$ cat src/rtl/rvfi_imem_learn_check.sv
// ---------------------------------------------------------------------------
// rvfi_imem_learn_check
//
// Instruction-memory consistency checker that sits beside a core's RVFI port.
// Each of NSLOTS slots watches one halfword address. The first retired
// instruction that covers that halfword teaches the slot its contents. Every
// later retirement covering the same halfword must report identical bits.
// The first mismatch seen is captured on registered outputs and held until
// reset.
//
// Optional feature (macro RISCV_FORMAL_IMEM_STORE_INVAL_EN):
//   When defined, a retired store that writes either byte of a tracked
//   halfword makes that slot forget its learned contents, so self-modifying
//   code is accepted. When undefined, the store inputs are unused and a
//   changed instruction is always reported as a mismatch.
//
// Parameters:
//   XLEN   - address/data width
//   NRET   - retire channels per cycle
//   NSLOTS - number of tracked halfword addresses (1..16)
//
// Ports:
//   clk            - clock
//   reset          - asynchronous active-high reset
//   trk_addr       - per-slot tracked halfword address (bit 0 ignored), stable
//   rvfi_valid     - retire valid per channel
//   rvfi_insn      - retired instruction per channel
//   rvfi_pc_rdata  - instruction PC per channel
//   rvfi_mem_addr  - memory byte address per channel
//   rvfi_mem_wmask - store byte mask per channel
//   slot_valid     - slot holds learned data
//   check_cnt      - number of comparisons performed (saturating)
//   err            - sticky mismatch flag
//   err_slot       - slot of the first mismatch
//   err_exp        - learned halfword at the first mismatch
//   err_got        - offending halfword at the first mismatch
// ---------------------------------------------------------------------------
module rvfi_imem_learn_check #(
   parameter int XLEN   = 32,
   parameter int NRET   = 1,
   parameter int NSLOTS = 4
) (
   input  logic                   clk,
   input  logic                   reset,
   input  logic [NSLOTS*XLEN-1:0] trk_addr,
   input  logic [NRET-1:0]        rvfi_valid,
   input  logic [NRET*32-1:0]     rvfi_insn,
   input  logic [NRET*XLEN-1:0]   rvfi_pc_rdata,
   input  logic [NRET*XLEN-1:0]   rvfi_mem_addr,
   input  logic [NRET*XLEN/8-1:0] rvfi_mem_wmask,
   output logic [NSLOTS-1:0]      slot_valid,
   output logic [31:0]            check_cnt,
   output logic                   err,
   output logic [3:0]             err_slot,
   output logic [15:0]            err_exp,
   output logic [15:0]            err_got
);

   // Clearing bit 0 turns any byte address into the address of its halfword.
   localparam logic [XLEN-1:0] HALF_MASK = {{(XLEN-1){1'b1}}, 1'b0};

   logic [15:0]       slotData [NSLOTS];
   logic [15:0]       nextData [NSLOTS];
   logic [NSLOTS-1:0] nextValid;
   logic              nextErr;
   logic [3:0]        nextErrSlot;
   logic [15:0]       nextErrExp;
   logic [15:0]       nextErrGot;
   logic [31:0]       checksThisCycle;
   logic [32:0]       cntSum;
   logic [31:0]       nextCnt;
   logic [XLEN-1:0]   pc;
   logic [31:0]       insn;
   logic [XLEN-1:0]   halfAddr;
   logic [15:0]       halfData;
   logic [XLEN-1:0]   byteAddr;

`ifndef RISCV_FORMAL_IMEM_STORE_INVAL_EN
   // Without store invalidation the memory-write side of RVFI has no effect;
   // fold it into a sink so it is visibly consumed.
   logic unusedStoreInputs;
   assign unusedStoreInputs = ^{rvfi_mem_addr, rvfi_mem_wmask};
`endif

   // Walk the retire channels in index order as one combinational chain.
   // Each channel sees the slot state left behind by the channels before it,
   // so a halfword learned by channel 0 is already checked by channel 1 in
   // the same cycle. Within a channel the low halfword is handled before the
   // high one and slots are scanned from 0 upward; the first mismatch reached
   // in that order is the one captured, because nextErr blocks later ones.
   // Store invalidation for a channel runs after that channel's own fetch
   // checks and before the next channel starts.
   always_comb begin
      nextValid       = slot_valid;
      nextData        = slotData;
      nextErr         = err;
      nextErrSlot     = err_slot;
      nextErrExp      = err_exp;
      nextErrGot      = err_got;
      checksThisCycle = '0;
      pc              = '0;
      insn            = '0;
      halfAddr        = '0;
      halfData        = '0;
      byteAddr        = '0;
      for (int c = 0; c < NRET; c++) begin
         if (rvfi_valid[c]) begin
            pc   = rvfi_pc_rdata[c*XLEN +: XLEN];
            insn = rvfi_insn[c*32 +: 32];
            for (int h = 0; h < 2; h++) begin
               if (h == 0 || insn[1:0] == 2'b11) begin
                  halfAddr = (h == 0) ? pc : pc + XLEN'(2);
                  halfData = (h == 0) ? insn[15:0] : insn[31:16];
                  for (int k = 0; k < NSLOTS; k++) begin
                     if ((halfAddr & HALF_MASK) == (trk_addr[k*XLEN +: XLEN] & HALF_MASK)) begin
                        if (!nextValid[k]) begin
                           nextValid[k] = 1'b1;
                           nextData[k]  = halfData;
                        end else begin
                           checksThisCycle = checksThisCycle + 32'd1;
                           if (nextData[k] != halfData && !nextErr) begin
                              nextErr     = 1'b1;
                              nextErrSlot = 4'(k);
                              nextErrExp  = nextData[k];
                              nextErrGot  = halfData;
                           end
                        end
                     end
                  end
               end
            end
`ifdef RISCV_FORMAL_IMEM_STORE_INVAL_EN
            // A written byte hits a slot when it lands on either byte of the
            // tracked halfword, which is the same as matching with bit 0
            // cleared.
            for (int b = 0; b < XLEN/8; b++) begin
               if (rvfi_mem_wmask[c*(XLEN/8) + b]) begin
                  byteAddr = rvfi_mem_addr[c*XLEN +: XLEN] + XLEN'(b);
                  for (int k = 0; k < NSLOTS; k++) begin
                     if ((byteAddr & HALF_MASK) == (trk_addr[k*XLEN +: XLEN] & HALF_MASK)) begin
                        nextValid[k] = 1'b0;
                     end
                  end
               end
            end
`endif
         end
      end
      cntSum  = {1'b0, check_cnt} + {1'b0, checksThisCycle};
      nextCnt = cntSum[32] ? '1 : cntSum[31:0];
   end

   // Register everything computed by the chain. Reset wipes all learned
   // contents and the error capture, so the next covering fetch relearns.
   always_ff @(posedge clk or posedge reset) begin
      if (reset) begin
         slot_valid <= '0;
         check_cnt  <= '0;
         err        <= 1'b0;
         err_slot   <= '0;
         err_exp    <= '0;
         err_got    <= '0;
         for (int k = 0; k < NSLOTS; k++) begin
            slotData[k] <= '0;
         end
      end else begin
         slot_valid <= nextValid;
         check_cnt  <= nextCnt;
         err        <= nextErr;
         err_slot   <= nextErrSlot;
         err_exp    <= nextErrExp;
         err_got    <= nextErrGot;
         for (int k = 0; k < NSLOTS; k++) begin
            slotData[k] <= nextData[k];
         end
      end
   end

endmodule

$ cat config.mk
export PLATFORM = sky130hd
export DESIGN_NAME = rvfi_imem_learn_check
export DESIGN_NICKNAME = d
export VERILOG_FILES = /design/src/rtl/rvfi_imem_learn_check.sv
export SDC_FILE = /design/constraint.sdc
export NUM_CORES = 1
export LEC_CHECK = 0
export BUFFER_PORTS_ARGS = -buffer_cell sky130_fd_sc_hd__buf_2
export CAP_MARGIN = 30
export CORE_AREA = 4 4 187 189
export CTS_BUF_LIST = sky130_fd_sc_hd__clkbuf_4 sky130_fd_sc_hd__clkbuf_8
export DETAILED_ROUTE_END_ITERATION = 7
export DIE_AREA = 0 0 191 193
export GPL_ROUTABILITY_DRIVEN = 0
export PLACE_DENSITY_LB_ADDON = 0.08
export SYNTH_ARGS = -nofsm -noshare
export SYNTH_HDL_FRONTEND = slang
export SYNTH_SLANG_ARGS = --single-unit
$ cat constraint.sdc
create_clock -name clk -period 15.98 [get_ports clk]
set_clock_uncertainty 0.2 [all_clocks]
set_input_delay 1.598 -clock clk [delete_from_list [all_inputs] [get_ports clk]]
set_output_delay 1.598 -clock clk [all_outputs]
set_load 0.05 [all_outputs]
# [Word-level counts from Yosys, hierarchy flattened]
# Cells that the tools add are included.
[totals] ramBits=0 input_bits=231 latchBits=0 romBits=0 reg_bits=137 output_inout_bits=73 memories=0 word_cells=225
[classes] eq_ne=17 div=0 bitwise_logic=0 n_lt_le_gt_ge=0 reduce_logical=16 multipliers=0 addsub=9 shifts=0 mux=173
[ops] op="2-to-1 mux 16 bit" count=70
[ops] op="2-to-1 mux 32 bit" count=27
[ops] op="== test 31 bit" count=8
[ops] op="adder 32 x 1 -> 32 bit (second input constant)" count=7
[ops] op="2-to-1 mux 64 bit" count=2
[ops] op="inequality test 16 bit" count=8
[ops] op="2-to-1 mux 4 bit" count=29
[ops] op="2-to-1 mux 1 bit" count=45
[ops] op="adder 32 x 32 -> 33 bit" count=1
[ops] op="adder 32 x 2 -> 32 bit (second input constant)" count=1
[ops] op="logical AND 1 bit" count=8
[ops] op="logical NOT 1 bit" count=8
[ops] op="== test 2 bit (second input constant)" count=1

# [Depth between registers and ports, before layout]
# Gate-level depths: netlist of the first run.
[depth] ltp_word=51 mapped_depth=38 mapped_depth_nobuf=35

# [Worst setup path after synthesis of the first run]
# OpenSTA, ideal clock, no wires.
[synth_path] kind="in2reg" from="in rvfi_pc_rdata[6]" to="reg check_cnt[29]" setup_time_ns=0.073 required_time_ns=15.707 arrival_ns=9.659 setup_slack_ns=6.048 n_path_buf=3 stages=37 path_cell_list="clkbuf_1 xor2_1 nor4_1 nand4_1 clkbuf_1 nor3_1 ha_1 mux2i_1 inv_1 ha_1 mux2_2 ha_1 mux2_2 ha_1 mux2_2 ha_1 mux2_2 ha_1 mux2_2 ha_1 mux2i_1 o21ai_0 nand2_1 fa_1 nor2b_1 o21ai_0 a21boi_0 o21ai_0 nand2_1 and2_1 o21ai_0 a211oi_1 nand2_1 or3_1 clkbuf_1 and4_1 nor2_1"
[synth_via] elab_chain_cells=37 word_cells_on_any_way=50 classes_between="9 x add/sub; 8 x eq/ne; 33 x mux"
[synth_lines] item="start, declared" line="48" rtl="input logic [NRET*XLEN-1:0] rvfi_pc_rdata,"
[synth_lines] item="== test 31 bit" line="115" rtl="if ((halfAddr & HALF_MASK) == (trk_addr[k*XLEN +: XLEN] & HALF_MASK)) begin"
[synth_lines] item="2-to-1 mux 1 bit" line="115"
[synth_lines] item="2-to-1 mux 32 bit" line="107" rtl="if (rvfi_valid[c]) begin"
[synth_lines] item="adder 32 x 1 -> 32 bit" line="120" rtl="checksThisCycle = checksThisCycle + 32'd1;"
[synth_lines] item="2-to-1 mux 32 bit" line="116" rtl="if (!nextValid[k]) begin"
[synth_lines] item="2-to-1 mux 32 bit" line="115"
[synth_lines] item="2-to-1 mux 32 bit" line="107"
[synth_lines] item="adder 32 x 1 -> 32 bit" line="120"
[synth_lines] item="(+22 left out)"
[synth_lines] item="adder 32 x 1 -> 32 bit" line="120"
[synth_lines] item="2-to-1 mux 32 bit" line="116"
[synth_lines] item="2-to-1 mux 32 bit" line="115"
[synth_lines] item="2-to-1 mux 32 bit (*)" line="111" rtl="if (h == 0 || insn[1:0] == 2'b11) begin"
[synth_lines] item="2-to-1 mux 32 bit (*)" line="107"
[synth_lines] item="adder 32 x 32 -> 33 bit (*)" line="149" rtl="cntSum = {1'b0, check_cnt} + {1'b0, checksThisCycle};"
[synth_lines] item="2-to-1 mux 32 bit (*)" line="150" rtl="nextCnt = cntSum[32] ? '1 : cntSum[31:0];"
[synth_lines] item="named net nextCnt[29]" line="71" rtl="logic [31:0] nextCnt;"
[synth_lines] item="end signal, assigned" line="168" rtl="check_cnt <= nextCnt;"
[synth_lines] item="end, declared" line="52" rtl="output logic [31:0] check_cnt,"
# Mark *: on every way through the listed nets, which the timed path passes. The rest lies on a longest branch. The select of a mux whose other input is x is not followed.
# A chain may end at the register's enable or synchronous reset.

# [Worst setup path after layout of the first run]
[layout_path] from="in rvfi_pc_rdata[18]" to="reg check_cnt[29]"
# Same word-level chain as after synthesis.

==> results by group, run 1 <==
Drt
  – Drt total wl: ~70 mm
  – DR DRC count: 1
  – Final antenna-violating net count: 0
  – Via count: about 18000
  – Starting DRT DRC Count: between 2000 and 2500
  – Drt wl/cell: between 20 and 30 microns
  – DR vias/cell: between 6 and 7
  – First drt pass iteration count: 8

Global routing
  – Total GRT Usage: 0.373
  – Number of global-route vias before repair: between 15000 and 20000
  – Largest net degree at the start of global routing: 84
  – GR Overflow Total: 0
  – First-pass GRT wire length: between 100 and 150 mm
  – Initial antenna violation count: 1

Setup path
  – Critical path fanouts, max: 28
  – Buf/Inv on CP: 2
  – Crit-path leading delay family: simple AND/OR/NAND/NOR gates
  – Worst Setup End Kind: flip-flop
  – CP Data Arrival Time: 12.40 ns
  – Type of origin of the critical path: input pin
  – Reg2Reg Setup Slack: 5.84 ns
  – Crit-path max cell delay: ~0.8 ns
  – CP Class: input pin to flip-flop
  – Critical-path top delay cell: a211oi_1
  – WP depth: 35
  – FF-to-FF path depth: 32
  – Critical Path Most Common Cell: ha_1
  – CP Data Required Time: roughly 16 ns

Synthesis
  – Ys async rst share: 1.00
  – Syn Inst Count: 2071
  – Seq/Total Area, Yosys: 0.217
  – Mapped Area: 15800 sq um
  – Yosys cell types: 95
  – Main synth FF type: dfrtp_1
  – EDFF count, synth: 0
  – Yosys reg bits: approximately 140
  – Synth Area per Inst: between 7 and 8 sq um
  – Ys Warns: 0

Power and ir drop
  – Leakage: 7.52 nW
  – Maximum VDD drop: around 110 uV
  – Overall Power: 1.15 mW
  – Power per cell area: approximately 65 nW/um^2

STA
  – Pins Over Slew Limit: 0
  – TNS Setup: 0 ns
  – Fmax: roughly 0.082 GHz
  – Hold Worst Slack: between 0.3 and 0.4 ns
  – Final Setup Violations: 0
  – Fin crit share: 0.761
  – Setup slack after layout: roughly 3.8 ns
  – Final Critical Period: ~12 ns
  – Unrepaired setup endpoints after global routing: false
  – Worst slew pin tran: roughly 0.99 ns
  – Max-slew headroom: 0.338
  – Final hold vios: 0

Clock tree
  – Setup bufs post-CTS: 0
  – Hold bufs inserted after CTS: 0
  – Reg clk slew, reported paths: roughly 0.090 ns
  – Root buffer cell: clkbuf_8
  – Total CTS buffers: 17
  – Clock latency on the worst-skew pair: around 0.50 ns
  – # clock sinks: 137
  – Cts repair resizes: 0
  – Clk buf depth: 2
  – CTS tree: built
  – H-tree Lvls: 4

Final layout
  – Nets: around 2500
  – Fin util: 0.530
  – Layout fillers: 3299
  – Non-Filler Instances: 2675
  – Fin area: between 15000 and 20000 sq um
  – Fraction of layout cells with a size suffix above 1: 0.169
  – Area grow syn2layout: 11.5%
  – Antenna cells: 0

Run status
  – Violations in the final reports: DRC
  – Status: finished, violations left

Flow run
  – Max Cap Viol: 0

Floorplan
  – Die width: roughly 190 microns
  – Starting Density: 0.475
  – Chip height: 193 microns
  – Row Count: 67
  – I/O pin total: around 300
  – Die area: 36900 sq um
  – Core ar.: approximately 33000 sq um

Placed design
  – Placement Cell Area: between 15000 and 20000 sq um
  – Placed cell count: ~2600
  – Hpwl dp: between 50 and 60 mm
  – Setup WS pre-CTS: 3.54 ns
  – IO Port Bufs: around 260

Min path
  – Worst Hold Class: flip-flop to flip-flop
  – Hold Crit Depth: 2
-- cell usage after synthesis (55+ instances only) --
| cell | number | area (sq um) |
|---|---|---|
| nand3_1 | 66 | 330 |
| o22ai_1 | 76 | 475 |
| nor4_1 | 55 | 344 |
| dfrtp_1 | 137 | 3430 |
| nand2_1 | 168 | 631 |
| xnor2_1 | 163 | 1430 |
| a21oi_1 | 126 | 631 |
| o21ai_0 | 75 | 375 |
| clkbuf_1 | 124 | 465 |
| xor2_1 | 166 | 1450 |
| nand4_1 | 77 | 482 |
| nor2_1 | 197 | 739 |
-- layout by cell type (no fill, tap or decap), types with 9 or more instances in the layout --
cell,instances
mux2_2,19
nor3_1,32
ha_1,16
o31ai_1,24
nor2b_1,18
a211oi_1,32
o21ai_0,75
or3_1,11
buf_2,263
clkbuf_8,17
nand3_1,66
nand4_1,77
a21oi_1,126
o22ai_1,76
inv_1,50
a211o_1,12
nor4_1,54
and3_1,25
nor2_1,197
or4_1,16
nand2_1,168
a31oi_1,26
buf_4,22
xnor2_1,163
and2_1,21
o2111ai_1,15
a21o_1,12
nand4b_1,11
dfrtp_1,137
nand2b_1,17
xor2_1,166
o211ai_1,15
and4_1,20
a22oi_1,9
mux2i_1,50
-- layer usage --
layer	global-route usage	wire length [microns]	part of all wire
met5	0	13	0.00018
met4	0.238	5830	0.083
met3	0.0848	8220	0.12
met2	0.586	30400	0.43
met1	0.464	25900	0.37
-- power by group --
part | total, mW | internal (mW) | leakage (nW) | switching [mW]
clock network | 0.316 | 0.145 | 0.205 | 0.171
registers | 0.395 | 0.369 | 1.81 | 0.0256
logic | 0.444 | 0.142 | 5.51 | 0.302
-- tightest hold or removal path: cells and delay by family (launching register included) --
| kind | cells | cell delay, ns |
|---|---|---|
| DFF | 1 | 0.35 |
| and+or+nand+nor | 2 | 0.12 |
-- registers in the layout, indices dropped and copies added (netlist names) --
name,cells
slot_valid,4
err_got,16
err_slot,4
check_cnt,32
slotData,64
err,1
err_exp,16
-- kinds of logic (layout without fill, tap and decap cells) --
logic type                 count (synthesis)  after routing  share of synthesized area
adders and majority gates                 18             18                     0.0146
xor gates and xnor gates                 333            333                      0.188
buffers and inverters                    217            371                     0.0547
DFF                                      137            137                      0.217
other                                      1              3                   0.000237
AOI/OAI and AO/OA                        511            511                      0.215
and+or+nand+nor                          785            785                      0.266
muxes                                     69             69                     0.0452
-- final cells by class --
class                   instances  area (sq um)  share of cell area
inverters                      53           204              0.0116
repair buffers                286          1490              0.0843
well taps                     448           561              0.0318
flip-flops and latches        137          3430               0.194
multi-input cells            1719         11500               0.655
clock inverters                15           180              0.0102
clock buffers                  17           234              0.0133
-- worst paths after layout --
path	from	endpoint
worst max-delay path	rvfi_pc_rdata[18]	check_cnt[29]
worst min-delay path	err_got[2]	err_got[2]
worst max register to register	slot_valid[0]	check_cnt[29]
worst min register to register	err_got[2]	err_got[2]
max in group asynchronous	reset	slotData[43]
min in group asynchronous	reset	err_got[1]
Power figures use the tool's default switching activity.
==> run 2: changes to the inputs <==
==> constraint.sdc (replaced) <==
create_clock -name clk -period 11.5 [get_ports clk]
set_clock_uncertainty 0.2 [all_clocks]
set_input_delay 1.15 -clock clk [delete_from_list [all_inputs] [get_ports clk]]
set_output_delay 1.15 -clock clk [all_outputs]
set_load 0.05 [all_outputs]
==> results by group, run 2 (same netlist as run 1, synthesis figures left out) <==
Run status
  – Status: finished, violations left
  – Violations in the final reports: DRC

STA
  – Fin crit share: 0.897
  – Final hold vios: 0
  – Setup slack after layout: 1.19 ns
  – Fmax: roughly 0.097 GHz
  – Max-slew headroom: 0.332
  – Final Setup Violations: 0
  – Unrepaired setup endpoints after global routing: false
  – Pins Over Slew Limit: 0
  – TNS Setup: 0 ns
  – Worst slew pin tran: 1.00 ns
  – Final Critical Period: 10.31 ns

Power and ir drop
  – Logic pwr share: 0.380
  – Maximum VDD drop: between 150 and 200 uV
  – Internal power: 933 uW
  – Clk network pwr share: 0.281
  – Leakage: about 7.6 nW
  – Sw Ratio: 0.423
  – Seq pwr share: 0.339
  – P_sw: 683 uW
  – Power per cell area: around 91 nW/um^2

Global routing
  – First-pass GRT wire length: approximately 100 mm
  – GR Overflow Total: 0
  – Total GRT Usage: 0.369
  – Number of global-route vias before repair: 17000
  – Initial antenna violation count: 2
  – Largest net degree at the start of global routing: 82

Setup path
  – CP Data Arrival Time: roughly 11 ns
  – Critical-path top delay cell: nor4_1
  – Crit-path leading delay family: adder cells
  – WP depth: 37
  – FF-to-FF path depth: 33
  – Critical path fanouts, max: 17
  – Buf/Inv on CP: 5
  – Critical Path Most Common Cell: ha_1
  – Type of origin of the critical path: input pin
  – Worst Setup End Kind: flip-flop
  – CP Data Required Time: 11.73 ns
  – Crit-path max cell delay: about 0.65 ns
  – CP Class: input pin to flip-flop

Final layout
  – Fraction of layout cells with a size suffix above 1: 0.173
  – Nets: 2472
  – Commonest non-fill, non-tap cell in the layout: buf_2
  – Largest regs: slotData (64), check_cnt (32)
  – Max FFs per register: between 60 and 70
  – Fin util: 0.533
  – Fin area: roughly 18000 sq um
  – Most frequent cells in the layout: buf_2 (264), nor2_1 (197), nand2_1 (168)
  – Area grow syn2layout: 12.1%
  – Layout fillers: around 3300
  – Top reg by flops: slotData

Floorplan
  – Die area: between 30000 and 40000 sq um
  – Core ar.: 33300 sq um
  – Chip height: around 190 microns
  – Die width: 191 microns
  – Row Count: between 60 and 70
  – Starting Density: 0.475
  – I/O pin total: between 300 and 400

Clock tree
  – Total CTS buffers: 17
  – Reg clk slew, reported paths: 0.10 ns
  – H-tree Lvls: 4
  – # clock sinks: 137
  – Setup bufs post-CTS: 0
  – CTS tree: built
  – Cts repair resizes: 0
  – Clock latency on the worst-skew pair: ~0.51 ns
  – Root buffer cell: clkbuf_8
  – Clk buf depth: 2
  – Hold bufs inserted after CTS: 0

Drt
  – DR DRC count: 31
  – DR vias/cell: between 6 and 7
  – Drt wl/cell: 26.1 microns
  – Drt total wl: 70.1 mm
  – First drt pass iteration count: 8
  – Starting DRT DRC Count: between 2000 and 3000
  – Final antenna-violating net count: 0
  – Via count: 18000

Placed design
  – Placement Cell Area: ~17000 sq um
  – Setup WS pre-CTS: about 0.76 ns
  – Hpwl dp: between 50 and 60 mm
  – IO Port Bufs: approximately 260

Min path
  – Hold Crit Depth: 2
  – Worst Hold Class: flip-flop to flip-flop

Flow run
  – Max Cap Viol: 0
## run 2: path summary, 6_finish.rpt
path                                         from             to  slack [ns]
worst min-delay path                   err_got[0]     err_got[0]        0.31
max in group asynchronous                   reset  check_cnt[14]        9.23
worst max register to register      slot_valid[0]   check_cnt[2]        2.23
min in group asynchronous                   reset    err_got[15]        0.58
worst max-delay path            rvfi_pc_rdata[18]   check_cnt[2]        1.19
worst min register to register         err_got[0]     err_got[0]        0.31
## run 2: power by group through the flow
stage | clock network (mW) | logic, mW | registers (mW)
floorplan | 0 | 0.316 | 0.651
global placement | 0 | 0.594 | 0.556
detailed placement | 0 | 0.600 | 0.557
CTS | 0.461 | 0.602 | 0.547
global route | 0.481 | 0.653 | 0.552
finish | 0.454 | 0.615 | 0.548
## run 2: metrics by stage
stage | power, mW | hold slack [ns] | cells
floorplan | 0.967 | 0.342 | 2073
global placement | 1.15 | 0.292 | 2648
detailed placement | 1.16 | 0.294 | 2653
CTS | 1.61 | 0.316 | 2685
global route | 1.69 | 0.327 | 2685
finish | 1.62 | 0.310 | 2687
## run 2: worst reg2reg max path, delay by kind of cell, from the launching register on
family                   cells  cell delay (ns)
adder cells (fa/ha/maj)      8             2.55
multiplexers                 7             1.95
AND/OR/NAND/NOR              7             1.53
AO/OA/AOI/OAI                7             1.23
buffers and inverters        4             1.01
flip-flops                   1             0.74
## run 2: metal layers
metal / wire length, microns / vias to the layer above / global-route usage
li1: - / 7914 / -
met1: 25900 / 8353 / 0.462
met2: 30500 / 1381 / 0.578
met3: 8170 / 364 / 0.0835
met4: 5510 / 2 / 0.233
met5: 11 / - / 0.00265
## run 2: layout make-up
class                      instances  area, sq um  share of cell area
antenna                            2         5.00            0.000282
tap                              448          561              0.0316
sequential                       137         3430               0.193
clock inverter                    14          186              0.0105
timing repair buffer             296         1560              0.0881
multi-input combinational       1719        11500               0.651
inverter                          53          204              0.0115
clock buffer                      18          241              0.0136
